`src/rtl/imem_port_arbiter_pkg.sv`:
```
// Shared constants and types for the instruction/data RAM port arbiter.
// Provides width defaults, the starvation limit and the write-enable encoding.
package imem_port_arbiter_pkg;

  localparam int DEF_AW         = 16;
  localparam int DEF_DW         = 16;
  localparam int DEF_STARVE_MAX = 4;

  localparam logic WE_READ  = 1'b0;
  localparam logic WE_WRITE = 1'b1;

  typedef struct packed {
    logic f;
    logic d;
  } rvalid_t;

endpackage

```
`src/rtl/imem_starve_ctr.sv`:
```
// Saturating count of consecutive cycles the fetch port was denied.
// Ports: clk, rst (sync, high), inc_i, clr_i, sat_o (count == MAX).
module imem_starve_ctr
  import imem_port_arbiter_pkg::*;
#(
  parameter int MAX = DEF_STARVE_MAX,
  parameter int CW  = $clog2(MAX + 1)
) (
  input  logic clk,
  input  logic rst,
  input  logic inc_i,
  input  logic clr_i,
  output logic sat_o
);

  logic [CW-1:0] cnt_q;
  logic [CW-1:0] cnt_d;

  assign sat_o = (cnt_q == CW'(MAX));

  always_comb begin
    cnt_d = cnt_q;
    if (clr_i)
      cnt_d = '0;
    else if (inc_i && !sat_o)
      cnt_d = cnt_q + CW'(1);
  end

  always_ff @(posedge clk) begin
    if (rst) cnt_q <= '0;
    else     cnt_q <= cnt_d;
  end

endmodule

```
`src/rtl/imem_port_arbiter.sv`:
```
// Shares one synchronous single-port RAM between fetch (read) and data (r/w).
// Ports: f_* fetch side, d_* data side, ram_* to RAM; read data 1 cycle late.
module imem_port_arbiter
  import imem_port_arbiter_pkg::*;
#(
  parameter int AW         = DEF_AW,
  parameter int DW         = DEF_DW,
  parameter int STARVE_MAX = DEF_STARVE_MAX
) (
  input  logic          clk,
  input  logic          rst,
  input  logic          f_req,
  input  logic [AW-1:0] f_addr,
  output logic          f_gnt,
  output logic          f_rvalid,
  output logic [DW-1:0] f_rdata,
  input  logic          d_req,
  input  logic          d_we,
  input  logic [AW-1:0] d_addr,
  input  logic [DW-1:0] d_wdata,
  output logic          d_gnt,
  output logic          d_rvalid,
  output logic [DW-1:0] d_rdata,
  output logic [AW-1:0] ram_addr,
  output logic [DW-1:0] ram_data,
  output logic          ram_wren,
  input  logic [DW-1:0] ram_q
);

  logic    starved;
  logic    f_win;
  logic    f_deny;
  rvalid_t rv_q;
  rvalid_t rv_d;

  imem_starve_ctr #(
    .MAX (STARVE_MAX)
  ) u_starve (
    .clk   (clk),
    .rst   (rst),
    .inc_i (f_deny),
    .clr_i (!f_deny),
    .sat_o (starved)
  );

  // Data wins ties unless fetch has waited STARVE_MAX cycles.
  assign f_win  = f_req && (!d_req || starved);
  assign f_gnt  = !rst && f_win;
  assign d_gnt  = !rst && d_req && !f_win;
  assign f_deny = f_req && !f_gnt;

  assign ram_addr = d_gnt ? d_addr : f_addr;
  assign ram_wren = d_gnt && (d_we == WE_WRITE);
  assign ram_data = d_wdata;

  always_comb begin
    rv_d   = '0;
    rv_d.f = f_gnt;
    rv_d.d = d_gnt && (d_we == WE_READ);
  end

  always_ff @(posedge clk) begin
    if (rst) rv_q <= '0;
    else     rv_q <= rv_d;
  end

  // Masking with rst drops a read whose data would land during reset.
  assign f_rvalid = rv_q.f && !rst;
  assign d_rvalid = rv_q.d && !rst;
  assign f_rdata  = f_rvalid ? ram_q : '0;
  assign d_rdata  = d_rvalid ? ram_q : '0;

endmodule

```
`config.mk`:
```
export PLATFORM = sky130hd
export DESIGN_NAME = imem_port_arbiter
export DESIGN_NICKNAME = d
export VERILOG_FILES = /design/src/rtl/imem_port_arbiter_pkg.sv /design/src/rtl/imem_starve_ctr.sv /design/src/rtl/imem_port_arbiter.sv
export SDC_FILE = /design/constraint.sdc
export NUM_CORES = 1
export LEC_CHECK = 0
export BUFFER_PORTS_ARGS = -buffer_cell sky130_fd_sc_hd__buf_2
export CAP_MARGIN = 40
export CORE_UTILIZATION = 29
export CTS_CLUSTER_SIZE = 14
export DETAILED_ROUTE_END_ITERATION = 8
export PLACE_DENSITY = 0.85
export SYNTH_ARGS = -nofsm -noshare
export SYNTH_HDL_FRONTEND = slang
export SYNTH_SLANG_ARGS = --single-unit
export TNS_END_PERCENT = 20
```
`constraint.sdc`:
```
create_clock -name clk -period 3.85 [get_ports clk]
set_input_delay 0.1925 -clock clk [delete_from_list [all_inputs] [get_ports clk]]
set_output_delay 0.1925 -clock clk [all_outputs]
set_load 0.1 [all_outputs]
```
== Word-level counts from Yosys, hierarchy flattened ==
Cells that the tools add are included.
Word-level totals
  output and inout bits: 69
  word-level logic and storage cells: 27
  bits of input ports: 69
  register bits after elaboration: 5
Operators by class
  bitwise logic cells: 2
  equality and inequality tests: 1
  muxes and demuxes: 3
  reduce and logical (&&, ||, !) cells: 17
  add/subtract/negate cells: 1
Operators by type and width (number)
  $mux W16: 3
  $logic_and A1 B1 Y1: 10
  $logic_not A1 Y1: 5
  $add A3 B1 Y3 const B: 1
  $eq A3 B3 Y1 const B: 1
  $not A1 Y1: 2
  $reduce_or A2 Y1: 1
  $logic_or A1 B1 Y1: 1

== Depth between registers and ports, before layout ==
  depth in word-level cells: 8
  mapped depth: 6
  gate-level depth less buffers: 5

== Modules after synthesis ==
Synthesis repeated with hierarchy kept, for this count alone.
Second synthesis, totals
  cell total of the unflattened synthesis: 99
  area, all modules: 860.8 µm²
Modules (own cells, without submodules)
  imem_port_arbiter: times used 1, cells each 81, area each 673.1 µm², sequential area each 40.0 µm²
  imem_starve_ctr: times used 1, cells each 18, area each 187.7 µm², sequential area each 60.1 µm²

== Worst setup path after synthesis ==
Ideal clock, no wire load.
  kind: register -> output
  start point: reg u_starve.cnt_q[0]
  end point: out f_gnt
  stages on the path, launching flop included: 5
  arrival time: 2.798 ns
  required time: 3.658 ns
  buffers on the path: 0
  path slack: 0.860 ns
  cell sequence: dfxtp_1 -> inv_1 -> ha_1 -> nand2_1 -> a21boi_0
On the way
  longest elaborated chain between the ends: 4
Ends and longest elaborated chain
  start, declared: line imem_starve_ctr.sv:16  | logic [CW-1:0] cnt_q;
  start signal, assigned: line imem_starve_ctr.sv:31  | else cnt_q <= cnt_d;
  $eq A3 B3 Y1: line imem_starve_ctr.sv:19  | assign sat_o = (cnt_q == CW'(MAX));
  $logic_or A1 B1 Y1: line imem_port_arbiter.sv:47  | assign f_win = f_req && (!d_req || starved);
  $logic_and A1 B1 Y1: line imem_port_arbiter.sv:47
  $logic_and A1 B1 Y1: line imem_port_arbiter.sv:48  | assign f_gnt = !rst && f_win;
  end, declared: line imem_port_arbiter.sv:14  | output logic f_gnt,
No other way between the ends.

== Final worst setup path ==
  start point: reg u_starve.cnt_q[0]
  end point: out ram_addr[2]
On the way
  longest elaborated chain between the ends: 6
Ends and longest elaborated chain
  $eq A3 B3 Y1: line imem_starve_ctr.sv:19
  $logic_or A1 B1 Y1: line imem_port_arbiter.sv:47
  $logic_and A1 B1 Y1: line imem_port_arbiter.sv:47
  $logic_not A1 Y1: line imem_port_arbiter.sv:49  | assign d_gnt = !rst && d_req && !f_win;
  $logic_and A1 B1 Y1: line imem_port_arbiter.sv:49
  $mux W16: line imem_port_arbiter.sv:52  | assign ram_addr = d_gnt ? d_addr : f_addr;
  end, declared: line imem_port_arbiter.sv:24  | output logic [AW-1:0] ram_addr,
No other way between the ends.

==> results.md <==
* Slew Viols, Final at 0
* First-pass DRT Iterations at 4
* Critical Path Source Type: flop
* Slew HR at 46.9%
* TritonCTS Sinks at 5
* Clock root buffer: clkbuf_4
* Cell taking the most area after synthesis: and2_1
* Post-route cell area at 1250 um^2
* Cells after Synth at 96
* Routed vias/inst at 4.42
* Core area at 2540 um^2
* RR Startpoint: u_starve.cnt_q[0]
* Bufs on Longest Clock Path at 2
* CTS clk-pin slew, worst paths at 40 ps
* Crit path kind: reg2out
* Die Y at 54.8 um
* Initial antenna violation count at 0
* Row cnt at 18
* CTS tree: done
* Final Hold Vio Count at 0
* PortBufs at 105
* Leading cell types in the layout, fill and taps excluded: 105 x buf_2, 32 x and2_1, 8 x mux2_4, 8 x mux2_2
* GP Congestion at 0.758
* Count of unique library cells instantiated by Yosys at 18
* CP max FO at 18
* CTS Buf Count at 3
* Dpl cells at 212
* Reg2Reg Depth at 5
* Ys Warns at 0
* Worst EP required at 3660 ps
* Lkg Pwr at 0.000793 uW
* Slew @ Worst Pin at 796 ps
* # IOs at 138
* Htree depth at 1
* Post-DP HPWL at 2370 um
* Worst R2R Setup Slack at 2670 ps
* Hold Startpoint: d_we
* Area Overhead vs Synth at 55.0%
* Starting Density at 31.7%
* Post-layout nets at 258
* Total chip power at 349 uW
* Hold path depth at 2
* Gr usage total at 15.9%
* Netlist Area Pre-Place at 807 um^2
* Post-DRT Antenna Nets at 0
* Final setup vio count at 0
* Yosys reg bits at 5
* Commonest non-fill, non-tap cell in the layout: buf_2
* Pwr Density at 279 nW/um^2
* Hold crit path type: in2reg
* Post-CTS Resized at 0
* Max frequency at 475 MHz
* Clk_lat worst skew at 240 ps
* Vias in the first global route at 842
* Max Cap Violations at 0
* Post-Layout Cell Count at 216
* Grt total ovfl at 0
* Hold Path Sink: rv_q[0]
* Area contributors post-synth: and2_1 25%, buf_4 15%, mux2_4 15%, dfxtp_1 12%, mux2_2 11%
* Setup ws final at 1740 ps
* ANT cells at 0
* Worst slack, placed at 1990 ps
* Global-route wire length before repair at 3330 um
* DR WL/cell at 11.9 um
* Post-layout min period at 2110 ps
* Share of layout cells above drive strength 1 at 67.7%
* Seq/Total Area, Yosys at 12.4%
* Worst Setup End Kind: output pin
* Period utilisation layout at 54.7%
* TNS Setup at 0 ps
* DRT Wirelength at 2580 um
* Remaining DRCs at 0
* Placed Area at 1220 um^2
* Setup Skew at 4.11 ps
* Die W at 54.8 um
* Status: completed
* Initial DRC Count at 2
* Worst r2r dst: rv_q[0]
* Die area at 3000 um^2
* Hold-fix buffers at CTS at 0
* Post-synth top area share at 24.8%
* Largest net degree at the start of global routing at 19
* Routed via count at 955
* Highest ir drop seen on vdd at 0.284 mV
* Unrepaired setup endpoints after global routing: no
* Synth Net Count at 167
* Post-CTS Setup Inserts at 0
* Syn_area_per_cell at 8.41 um^2
* CP arrival at 1910 ps
## per-layer routing
layer	global-route usage [%]	wire length (um)
met1	11.7	777
met2	36.5	1460
met3	4.72	311
met4	3.42	29
met5	0	0
## worst max-delay path by stage
stage | startpoint | endpoint | slack [ps]
floorplan | u_starve.cnt_q[0] | f_gnt | 860
global placement | u_starve.cnt_q[0] | ram_addr[3] | 2060
detailed placement | u_starve.cnt_q[0] | ram_addr[2] | 1990
CTS | u_starve.cnt_q[0] | ram_addr[2] | 1730
global route | u_starve.cnt_q[0] | ram_addr[4] | 1600
finish | u_starve.cnt_q[0] | ram_addr[2] | 1740
## cell type report
cell class / instances / area, um^2
clock buffers: 4 / 26.3
fillers: 262 / 1290
inverters: 4 / 15.0
multi-input cells: 68 / 547
flip-flops and latches: 5 / 100
well taps: 30 / 37.5
repair buffers: 105 / 526
## through the flow
| step | util [%] | hold slack (ps) |
|---|---|---|
| 4_1_cts | 49.2 | 112 |
| 6_report | 49.2 | 124 |
| 2_1_floorplan | - | 265 |
| 5_1_grt | 49.2 | 129 |
| 3_5_place_dp | 48.1 | 374 |
| 3_3_place_gp | 48.1 | 371 |
## sequential cells by signal, summed over array words and instances (netlist names)
signal and cells:
rv_q 2, u_starve.cnt_q 3
## synth_stat cells (all sizes together)
library cell	count
and2	32
nor2	5
mux2	16
nor2b	4
mux2i	1
buf	19
dfxtp	5
inv	4
and3	1
a21boi	2
nand2	3
ha	2
nand3	2
## power by group
part | internal [uW] | total [uW] | switching [uW]
Clock | 39.1 | 59.5 | 20.4
Sequential | 53.4 | 53.9 | 0.518
Combinational | 53.6 | 235 | 182
## cells by family (layout without fill, tap and decap cells)
family                     count (synthesis)  in the layout  synth area share [%]
and+or+nand+nor                           47             47                  35.5
buffers and inverters                     23            113                  19.8
muxes                                     17             17                  27.3
DFF                                        5              5                  12.4
adders and majority gates                  2              2                  3.10
AOI/OAI and AO/OA                          2              2                  1.86
## critical path, stage by stage, from the launching register on
cell	delay, ps
dfxtp_1	350
inv_1	50
ha_1	220
nand3_1	160
nand2_4	190
mux2_2	270
buf_2	410
No activity file was read; power rests on OpenSTA's default activity.
